<file path="src/rtl/lsu_pkg.sv">
// rtl/lsu_pkg.sv - shared width codes, FSM states and access legality check for the lsu
package lsu_pkg;

    localparam logic [2:0] F3_B  = 3'b000;
    localparam logic [2:0] F3_H  = 3'b001;
    localparam logic [2:0] F3_W  = 3'b010;
    localparam logic [2:0] F3_BU = 3'b100;
    localparam logic [2:0] F3_HU = 3'b101;

    typedef enum logic [1:0] {
        IDLE = 2'd0,
        REQ  = 2'd1,
        WAIT = 2'd2,
        ERR  = 2'd3
    } lsu_state_e;

    // Unsigned widths only make sense for loads, so a store with funct3[2] set is illegal.
    function automatic logic access_illegal(input logic we, input logic [2:0] f3,
                                            input logic [1:0] off);
        logic bad;
        bad = 1'b0;
        case (f3)
            F3_B, F3_BU: bad = 1'b0;
            F3_H, F3_HU: bad = off[0];
            F3_W:        bad = (off != 2'b00);
            default:     bad = 1'b1;
        endcase
        if (we && f3[2]) bad = 1'b1;
        return bad;
    endfunction

endpackage

</file>
<file path="src/rtl/lsu_if.sv">
// rtl/lsu_if.sv - data-memory req/gnt/rvalid bus between the lsu and data memory
interface lsu_if #(parameter int ADDR_W = 32);

    logic              dmem_req_o;
    logic              dmem_gnt_i;
    logic              dmem_we_o;
    logic [3:0]        dmem_be_o;
    logic [ADDR_W-1:0] dmem_addr_o;
    logic [31:0]       dmem_wdata_o;
    logic              dmem_rvalid_i;
    logic [31:0]       dmem_rdata_i;

    modport master (
        output dmem_req_o, dmem_we_o, dmem_be_o, dmem_addr_o, dmem_wdata_o,
        input  dmem_gnt_i, dmem_rvalid_i, dmem_rdata_i
    );

    modport slave (
        input  dmem_req_o, dmem_we_o, dmem_be_o, dmem_addr_o, dmem_wdata_o,
        output dmem_gnt_i, dmem_rvalid_i, dmem_rdata_i
    );

endinterface

</file>
<file path="src/rtl/lsu_align.sv">
// rtl/lsu_align.sv - combinational byte-lane steering, load extension and legality decode
module lsu_align
    import lsu_pkg::*;
(
    input  logic        st_we,
    input  logic [2:0]  st_funct3,
    input  logic [1:0]  st_off,
    input  logic [31:0] st_wdata,
    output logic [3:0]  st_be,
    output logic [31:0] st_wdata_al,
    output logic        st_err,
    input  logic [2:0]  ld_funct3,
    input  logic [1:0]  ld_off,
    input  logic [31:0] ld_rdata,
    output logic [31:0] ld_data
);

    logic [31:0] shifted;

    // Replicating the operand across lanes lets the byte enables alone pick the target lane.
    always_comb begin
        st_be       = 4'b1111;
        st_wdata_al = st_wdata;
        case (st_funct3[1:0])
            2'b00: begin
                st_be       = 4'b0001 << st_off;
                st_wdata_al = {4{st_wdata[7:0]}};
            end
            2'b01: begin
                st_be       = 4'b0011 << st_off;
                st_wdata_al = {2{st_wdata[15:0]}};
            end
            default: begin
                st_be       = 4'b1111;
                st_wdata_al = st_wdata;
            end
        endcase
    end

    assign st_err  = access_illegal(st_we, st_funct3, st_off);
    assign shifted = ld_rdata >> {ld_off, 3'b000};

    always_comb begin
        ld_data = 32'h0;
        case (ld_funct3)
            F3_B:    ld_data = {{24{shifted[7]}}, shifted[7:0]};
            F3_H:    ld_data = {{16{shifted[15]}}, shifted[15:0]};
            F3_W:    ld_data = shifted;
            F3_BU:   ld_data = {24'h0, shifted[7:0]};
            F3_HU:   ld_data = {16'h0, shifted[15:0]};
            default: ld_data = 32'h0;
        endcase
    end

endmodule

</file>
<file path="src/rtl/lsu.sv">
// rtl/lsu.sv - single-outstanding load/store unit driving the data-memory bus
module lsu
    import lsu_pkg::*;
#(
    parameter int ADDR_W = 32
) (
    input  logic              clk_i,
    input  logic              rst_ni,
    input  logic              lsu_valid_i,
    output logic              lsu_ready_o,
    input  logic              lsu_we_i,
    input  logic [2:0]        lsu_funct3_i,
    input  logic [ADDR_W-1:0] lsu_addr_i,
    input  logic [31:0]       lsu_wdata_i,
    output logic              lsu_done_o,
    output logic [31:0]       lsu_rdata_o,
    output logic              lsu_err_o,
    lsu_if.master             dmem
);

    lsu_state_e  state_q;
    logic [2:0]  funct3_q;
    logic [1:0]  off_q;
    logic [3:0]  be_n;
    logic [31:0] wdata_n;
    logic        acc_err;
    logic [31:0] ld_data;

    lsu_align u_align (
        .st_we       (lsu_we_i),
        .st_funct3   (lsu_funct3_i),
        .st_off      (lsu_addr_i[1:0]),
        .st_wdata    (lsu_wdata_i),
        .st_be       (be_n),
        .st_wdata_al (wdata_n),
        .st_err      (acc_err),
        .ld_funct3   (funct3_q),
        .ld_off      (off_q),
        .ld_rdata    (dmem.dmem_rdata_i),
        .ld_data     (ld_data)
    );

    assign lsu_ready_o = (state_q == IDLE);

    always_ff @(posedge clk_i or negedge rst_ni) begin
        if (!rst_ni) begin
            state_q           <= IDLE;
            funct3_q          <= 3'b000;
            off_q             <= 2'b00;
            lsu_done_o        <= 1'b0;
            lsu_err_o         <= 1'b0;
            lsu_rdata_o       <= 32'h0;
            dmem.dmem_req_o   <= 1'b0;
            dmem.dmem_we_o    <= 1'b0;
            dmem.dmem_be_o    <= 4'b0000;
            dmem.dmem_addr_o  <= '0;
            dmem.dmem_wdata_o <= 32'h0;
        end else begin
            lsu_done_o <= 1'b0;
            lsu_err_o  <= 1'b0;
            case (state_q)
                IDLE: begin
                    if (lsu_valid_i) begin
                        funct3_q <= lsu_funct3_i;
                        off_q    <= lsu_addr_i[1:0];
                        // Rejected accesses report in the ERR cycle itself, so flag them now.
                        if (acc_err) begin
                            state_q     <= ERR;
                            lsu_done_o  <= 1'b1;
                            lsu_err_o   <= 1'b1;
                            lsu_rdata_o <= 32'h0;
                        end else begin
                            state_q           <= REQ;
                            dmem.dmem_req_o   <= 1'b1;
                            dmem.dmem_we_o    <= lsu_we_i;
                            dmem.dmem_be_o    <= be_n;
                            dmem.dmem_addr_o  <= {lsu_addr_i[ADDR_W-1:2], 2'b00};
                            dmem.dmem_wdata_o <= wdata_n;
                        end
                    end
                end
                REQ: begin
                    if (dmem.dmem_gnt_i) begin
                        dmem.dmem_req_o <= 1'b0;
                        state_q         <= WAIT;
                    end
                end
                WAIT: begin
                    if (dmem.dmem_rvalid_i) begin
                        state_q     <= IDLE;
                        lsu_done_o  <= 1'b1;
                        lsu_rdata_o <= dmem.dmem_we_o ? 32'h0 : ld_data;
                    end
                end
                ERR:     state_q <= IDLE;
                default: state_q <= IDLE;
            endcase
        end
    end

endmodule

</file>
<file path="src/flat_wrapper.sv">
// flat-port wrapper written by rule: the top's interface ports become plain ports
module lsu_flat import lsu_pkg::*;
#(
    parameter int ADDR_W = 32
)
  (clk_i, rst_ni, lsu_valid_i, lsu_ready_o, lsu_we_i, lsu_funct3_i, lsu_addr_i, lsu_wdata_i, lsu_done_o, lsu_rdata_o, lsu_err_o, dmem_dmem_req_o, dmem_dmem_we_o, dmem_dmem_be_o, dmem_dmem_addr_o, dmem_dmem_wdata_o, dmem_dmem_gnt_i, dmem_dmem_rvalid_i, dmem_dmem_rdata_i);
  lsu_if #(.ADDR_W(ADDR_W)) dmem_i ();
  input  logic clk_i;
  input  logic rst_ni;
  input  logic lsu_valid_i;
  output logic lsu_ready_o;
  input  logic lsu_we_i;
  input  logic [2:0] lsu_funct3_i;
  input  logic [ADDR_W-1:0] lsu_addr_i;
  input  logic [31:0] lsu_wdata_i;
  output logic lsu_done_o;
  output logic [31:0] lsu_rdata_o;
  output logic lsu_err_o;
  output wire logic [$bits(dmem_i.dmem_req_o)-1:0] dmem_dmem_req_o;
  output wire logic [$bits(dmem_i.dmem_we_o)-1:0] dmem_dmem_we_o;
  output wire logic [$bits(dmem_i.dmem_be_o)-1:0] dmem_dmem_be_o;
  output wire logic [$bits(dmem_i.dmem_addr_o)-1:0] dmem_dmem_addr_o;
  output wire logic [$bits(dmem_i.dmem_wdata_o)-1:0] dmem_dmem_wdata_o;
  input wire logic [$bits(dmem_i.dmem_gnt_i)-1:0] dmem_dmem_gnt_i;
  input wire logic [$bits(dmem_i.dmem_rvalid_i)-1:0] dmem_dmem_rvalid_i;
  input wire logic [$bits(dmem_i.dmem_rdata_i)-1:0] dmem_dmem_rdata_i;
  assign dmem_dmem_req_o = dmem_i.dmem_req_o;
  assign dmem_dmem_we_o = dmem_i.dmem_we_o;
  assign dmem_dmem_be_o = dmem_i.dmem_be_o;
  assign dmem_dmem_addr_o = dmem_i.dmem_addr_o;
  assign dmem_dmem_wdata_o = dmem_i.dmem_wdata_o;
  assign dmem_i.dmem_gnt_i = dmem_dmem_gnt_i;
  assign dmem_i.dmem_rvalid_i = dmem_dmem_rvalid_i;
  assign dmem_i.dmem_rdata_i = dmem_dmem_rdata_i;
  lsu #(.ADDR_W(ADDR_W)) u_core (.clk_i(clk_i), .rst_ni(rst_ni), .lsu_valid_i(lsu_valid_i), .lsu_ready_o(lsu_ready_o), .lsu_we_i(lsu_we_i), .lsu_funct3_i(lsu_funct3_i), .lsu_addr_i(lsu_addr_i), .lsu_wdata_i(lsu_wdata_i), .lsu_done_o(lsu_done_o), .lsu_rdata_o(lsu_rdata_o), .lsu_err_o(lsu_err_o), .dmem(dmem_i));
endmodule
</file>
<file path="config.mk">
export PLATFORM = sky130hd
export DESIGN_NAME = lsu_flat
export DESIGN_NICKNAME = d
export VERILOG_FILES = /design/src/rtl/lsu_pkg.sv /design/src/rtl/lsu_if.sv /design/src/rtl/lsu_align.sv /design/src/rtl/lsu.sv /design/src/flat_wrapper.sv
export SDC_FILE = /design/constraint.sdc
export NUM_CORES = 1
export LEC_CHECK = 0
export CORE_MARGIN = 2
export CORE_UTILIZATION = 30
export CTS_BUF_LIST = sky130_fd_sc_hd__clkbuf_4
export DETAILED_ROUTE_END_ITERATION = 8
export PLACE_DENSITY = 0.59
export RECOVER_POWER = 25
export SLEW_MARGIN = 20
export SYNTH_ARGS = -nofsm -noshare
export SYNTH_HDL_FRONTEND = slang
export SYNTH_SLANG_ARGS = --single-unit
</file>
<file path="constraint.sdc">
create_clock -name clk_i -period 2 [get_ports clk_i]
set_clock_uncertainty 0.1 [all_clocks]
set_input_delay 0.4 -clock clk_i [delete_from_list [all_inputs] [get_ports clk_i]]
set_output_delay 0.4 -clock clk_i [all_outputs]
set_load 0.01 [all_outputs]
</file>
**After elaboration in Yosys (flattened, before gate mapping)**

Cells that the tools add are included.

- Register bits after elaboration: 109
- Bits of input ports: 105

- Equality and inequality tests: 17
- Shifts and indexed selects: 3
- Multiplexer cells: 24
- Bitwise operators: 1
- Reductions and logical operators: 15

Operator list:

| cell | count |
|---|---|
| case mux 32 bit (5 select lines) | 1 |
| 2-to-1 mux 32 bit | 4 |
| case mux 32 bit (2 select lines) | 2 |
| right shift 32 x 5 -> 32 bit | 1 |
| equality test 3 bit, second input constant | 4 |
| 2-to-1 mux 1 bit | 8 |
| 2-to-1 mux 2 bit | 4 |
| inequality test 2 bit, second input constant | 4 |
| case mux 2 bit (4 select lines) | 1 |
| case mux 4 bit (2 select lines) | 1 |
| AND reduction 4 bit | 2 |
| equality test 3 x 1 -> 1 bit, second input constant | 2 |
| equality test 3 x 2 -> 1 bit, second input constant | 2 |
| zero test 3 bit | 2 |
| AND reduction 3 bit | 2 |
| nonzero test 2 bit | 3 |
| equality test 2 x 1 -> 1 bit, second input constant | 2 |
| equality test 2 bit, second input constant | 2 |
| zero test 2 bit | 2 |
| case mux 1 bit (2 select lines) | 2 |
| OR reduction 2 bit | 2 |
| left shift 1 x 2 -> 4 bit, first input constant | 1 |
| left shift 2 x 2 -> 4 bit, first input constant | 1 |
| case mux 1 bit (3 select lines) | 1 |
| other kinds (4) | 4 |

**Depth between registers and ports, before layout**

- Depth after elaboration: 7
- Mapped depth: 9
- Depth with buffers taken out: 4

**By module**

A second synthesis with hierarchy kept.

- Cells, all modules: 488
- Area, all modules: 5861.9 um2

By module, submodules not included:

| module | times used | cells each | area an instance (um2) |
|---|---|---|---|
| lsu | 1 | 314 | 4518.1 |
| lsu_align | 1 | 174 | 1343.8 |

**Least setup slack after synthesis**

Ideal clock, no wire load.

- Path kind: register to register
- Start: register u_core.state_q[1]
- End: register u_core.lsu_rdata_o[6]
- Library setup time: 0.068 ns
- Arrival time: 2.029 ns
- Data required time: 1.832 ns
- Slack: -0.197 ns
- Cell stages (with the launch flop): 10
- Path buffers: 5
- Cell sequence: dfrtp_1 buf_6 or3b_1 buf_2 o31a_1 buf_6 and4bb_1 buf_4 buf_6 a32o_1

- Cells in the longest elaborated chain, start to end: 3
- Elaborated cells on any way between the ends: 8

Ends and longest elaborated chain:

| element | RTL line | text |
|---|---|---|
| start: declaration | lsu.sv:21 | `lsu_state_e state_q;` |
| start signal: assignment | lsu.sv:47 | `state_q <= IDLE;` |
| start signal: assignment | lsu.sv:68 | `state_q <= ERR;` |
| start signal: assignment | lsu.sv:73 | `state_q <= REQ;` |
| equality test 2 bit or zero test 2 bit (tied branches) | lsu.sv:61 | `case (state_q)` |
| inequality test 2 bit (no line), or another cell as far along | -- |  |
| AND reduction 4 bit (no line) | -- |  |
| end signal: assignment | lsu.sv:92 | `lsu_rdata_o <= dmem.dmem_we_o ? 32'h0 : ld_data;` |
| end: declaration | lsu.sv:16 | `output logic [31:0] lsu_rdata_o,` |

Several ways; a longest one is shown, not always the timed one.
A chain may end at the register's enable or synchronous reset.

**Final worst setup path**

- Start: register u_core.lsu_rdata_o[20]
- End: output port lsu_rdata_o[20]

RTL lines:

| element | RTL line | text |
|---|---|---|
| end: declaration | flat_wrapper.sv:17 | `output logic [31:0] lsu_rdata_o;` |

No word-level cell between the ends.

==> results.ini <==
[clocking]
htree_levels=3
tritoncts=done
clock-sinks=109
numCtsBuffers=9
clockBufferDepth=2
insertion_delay_ns=0.49
clk_pin_slew_worst_paths_ns=0.16
cts_root_buffer=clkbuf_4

[yosys]
synth_area_leader_cell=dfrtp_1
yosysSeqAreaShare=0.535
yosysWarnings=0
synth_most_common_cell=dfrtp_1
ys.flop_type=dfrtp_1
synth_top_area_frac=0.535
synth_area_leaders=dfrtp_1, mux2_2, mux2i_1, nand2_1, o21ai_0
ys_types=40
syn-mean-instance-area_sq_um=11.2
syn_inst=454
netlist_area_sq_um=5090
synthTopCellsByCount=dfrtp_1, nand2_1, mux2_2, mux2i_1, o21ai_0
synth-seq-cells=109
synth_edf_count=0
synthArstFlopShare=1.00

[place]
post-place-cells=884
globalplace.congestion=0.819
io_buffers=207
dp_hpwl_um=12100

[sta]
fmax_mhz=513
slew_headroom=0.312
max_slew.worst_pin.slew_ns=1.03
hold_viol_final=0
timing.final.crit_share=0.974
maxSlewViolCount=0
min_period_ns=1.95
setup_viol=0

[pwr]
vdd_drop_max_v=0.000626
power.share.switching=0.360
pwr-share-clk=0.110
p_seq_frac=0.357
power_density_nw_per_um2=1330
leakage_nw=3.73
combPwrFrac=0.533
intPower_mw=6.75
p_sw_mw=3.80

[drt]
drtIter0Drc=193
vias_per_cell=4.84
routed_wl_um=16200
avgRoutedWirePerCell_um=17.8
first_pass_iters=7
via_count=4410
drc_errors=0
ant_nets=0

[floorplan]
die_h_um=134
ios=210
rows=47
initial_core_util=0.307
core_sq_um=16600
fp.dieW_um=134
die-area_sq_um=18000

[cells_and_area]
final_core_util=0.477
drive_gt1_frac=0.170
fin_cells=911
nets=790
syn_to_final_growth_pct=55.2

[critical_path]
slowest_stage=clkdlybuf4s50_1
r2r-start=u_core.off_q[0]$_DFFE_PN0P_
cp_cell_sequence=clkdlybuf4s50_1
path_max_fanout=2
crit_buf_inv=1
r2r_end=u_core.lsu_rdata_o[0]$_DFFE_PN0P_
crit_required_ns=1.50
rr_worst_depth=5
cp-end-kind=output port
cp.arrival_ns=1.45
start_kind=register
crit_type=register to output port
cp_slowest_stage_delay_ns=0.55
cpLargestDelayFamily=buffers and inverters
rrSetupSlack_ns=0.06

[global_routing]
overflow=0
grt_pass1_vias=4415
antenna_found_initial=1
grt_use_total=0.175
grt_pass1_wl_um=24300
grt_max_degree=61

[worst_hold_path]
worstHoldPathType=register to register
min_from=u_core.dmem.dmem_wdata_o[31]$_DFFE_PN0P_
hold_path_depth=2
min_to=u_core.dmem.dmem_wdata_o[31]$_DFFE_PN0P_

[run]
maxCapViolCount=0

[run_status]
outcome=finished clean

-- worst max-delay path by stage --
stage	start	end	slack (ns)	cells past startpoint
3_5_place_dp	dmem_dmem_rdata_i[15]	u_core.lsu_rdata_o[9]$_DFFE_PN0P_	-0.59	5
5_1_grt	lsu_addr_i[0]	u_core.lsu_rdata_o[4]$_DFFE_PN0P_	-0.02	6
6_report	u_core.lsu_rdata_o[20]$_DFFE_PN0P_	lsu_rdata_o[20]	0.05	1
3_3_place_gp	dmem_dmem_rdata_i[15]	u_core.lsu_rdata_o[9]$_DFFE_PN0P_	-0.53	5
4_1_cts	u_core.dmem.dmem_wdata_o[13]$_DFFE_PN0P_	dmem_dmem_wdata_o[13]	0.002	1
2_1_floorplan	u_core.state_q[1]$_DFFE_PN0P_	u_core.lsu_rdata_o[6]$_DFFE_PN0P_	-0.14	9
-- placed cells by master, fill, tap and decap left out, types with 2 or more instances in the layout --
| cell type | synthesis | routed |
|---|---|---|
| inv_1 | 2 | 2 |
| buf_4 | 3 | 43 |
| clkdlybuf4s50_1 | 0 | 179 |
| o21ai_0 | 39 | 38 |
| a2bb2oi_1 | 8 | 8 |
| conb_1 | 1 | 2 |
| buf_12 | 0 | 3 |
| dfrtp_1 | 109 | 109 |
| mux2i_1 | 41 | 41 |
| a22o_1 | 10 | 10 |
| nor3_1 | 2 | 2 |
| nand2b_1 | 3 | 3 |
| dlymetal6s2s_1 | 0 | 22 |
| nand3b_1 | 2 | 2 |
| dlygate4sd2_1 | 0 | 4 |
| a211o_1 | 7 | 7 |
| clkbuf_4 | 0 | 10 |
| inv_6 | 0 | 2 |
| clkbuf_2 | 0 | 2 |
| nand2_1 | 57 | 57 |
| o2bb2ai_1 | 6 | 6 |
| a21oi_1 | 18 | 18 |
| mux2_2 | 46 | 46 |
| a32o_1 | 7 | 7 |
| nor2b_1 | 10 | 9 |
| o21ai_1 | 10 | 11 |
| nor2_1 | 17 | 16 |
| o22ai_1 | 8 | 8 |
| clkinv_1 | 0 | 2 |
-- cell type report --
cell class	instances	area [sq um]
Antenna cell	1	2.50
Clock buffer	10	75.1
Clock inverter	6	60.1
Fill cell	1554	8680
Inverter	2	7.51
Multi-Input combinational cell	308	2240
Sequential cell	109	2730
Tap cell	220	275
Timing Repair Buffer	255	2510
-- sequential cells by signal (all words and copies together), names as in the netlist --
name	cells
u_core.lsu_err_o	1
u_core.lsu_done_o	1
u_core.dmem.dmem_wdata_o	32
u_core.dmem.dmem_be_o	4
u_core.dmem.dmem_addr_o	30
u_core.off_q	2
u_core.lsu_rdata_o	32
u_core.dmem.dmem_req_o	1
u_core.funct3_q	3
u_core.state_q	2
u_core.dmem.dmem_we_o	1
-- layer usage --
layer / part of all wire / track usage
met1: 0.40 / 0.206
met2: 0.48 / 0.295
met3: 0.11 / 0.0673
met4: 0.013 / 0.0567
met5: 0 / 0
-- repair_timing --
action                                  4_1_cts  5_1_grt
hold buffers                                  1        0
endpoints found under the setup margin       22       51
setup buffers                                 1        8
gates resized for setup                       7       29
hold endpoints to repair                     35        0
-- per-stage QoR --
stage | power [mW] | setup slack, ns | hold WS, ns | TNS [ns] | instance area (sq um)
after floorplan | 6.40 | -0.141 | 0.00441 | -2.55 | 5140
after global placement | 9.30 | -0.528 | 0.313 | -35.57 | 7600
after detailed placement | 9.40 | -0.592 | 0.317 | -39.57 | 7600
after CTS | 10.6 | 0.00170 | 0.300 | 0 | 7760
after global routing | 11.2 | -0.0179 | 0.377 | -0.0376 | 7900
final | 10.6 | 0.0510 | 0.394 | 0 | 7900
-- cell families after synthesis --
family | Yosys count | synth area share
AOI/OAI and AO/OA | 118 | 0.151
buffers and inverters | 38 | 0.0356
DFF | 109 | 0.535
muxes | 88 | 0.187
other | 1 | 0.000736
and+or+nand+nor | 100 | 0.0906
-- power by group through the flow --
stage | combinational (mW) | clock [mW] | sequential, mW
floorplan | 2.23 | 0 | 4.17
global placement | 5.53 | 0 | 3.77
detailed placement | 5.59 | 0 | 3.81
CTS | 5.61 | 1.22 | 3.77
global route | 6.06 | 1.29 | 3.89
finish | 5.63 | 1.16 | 3.76
Power figures use the tool's default switching activity.
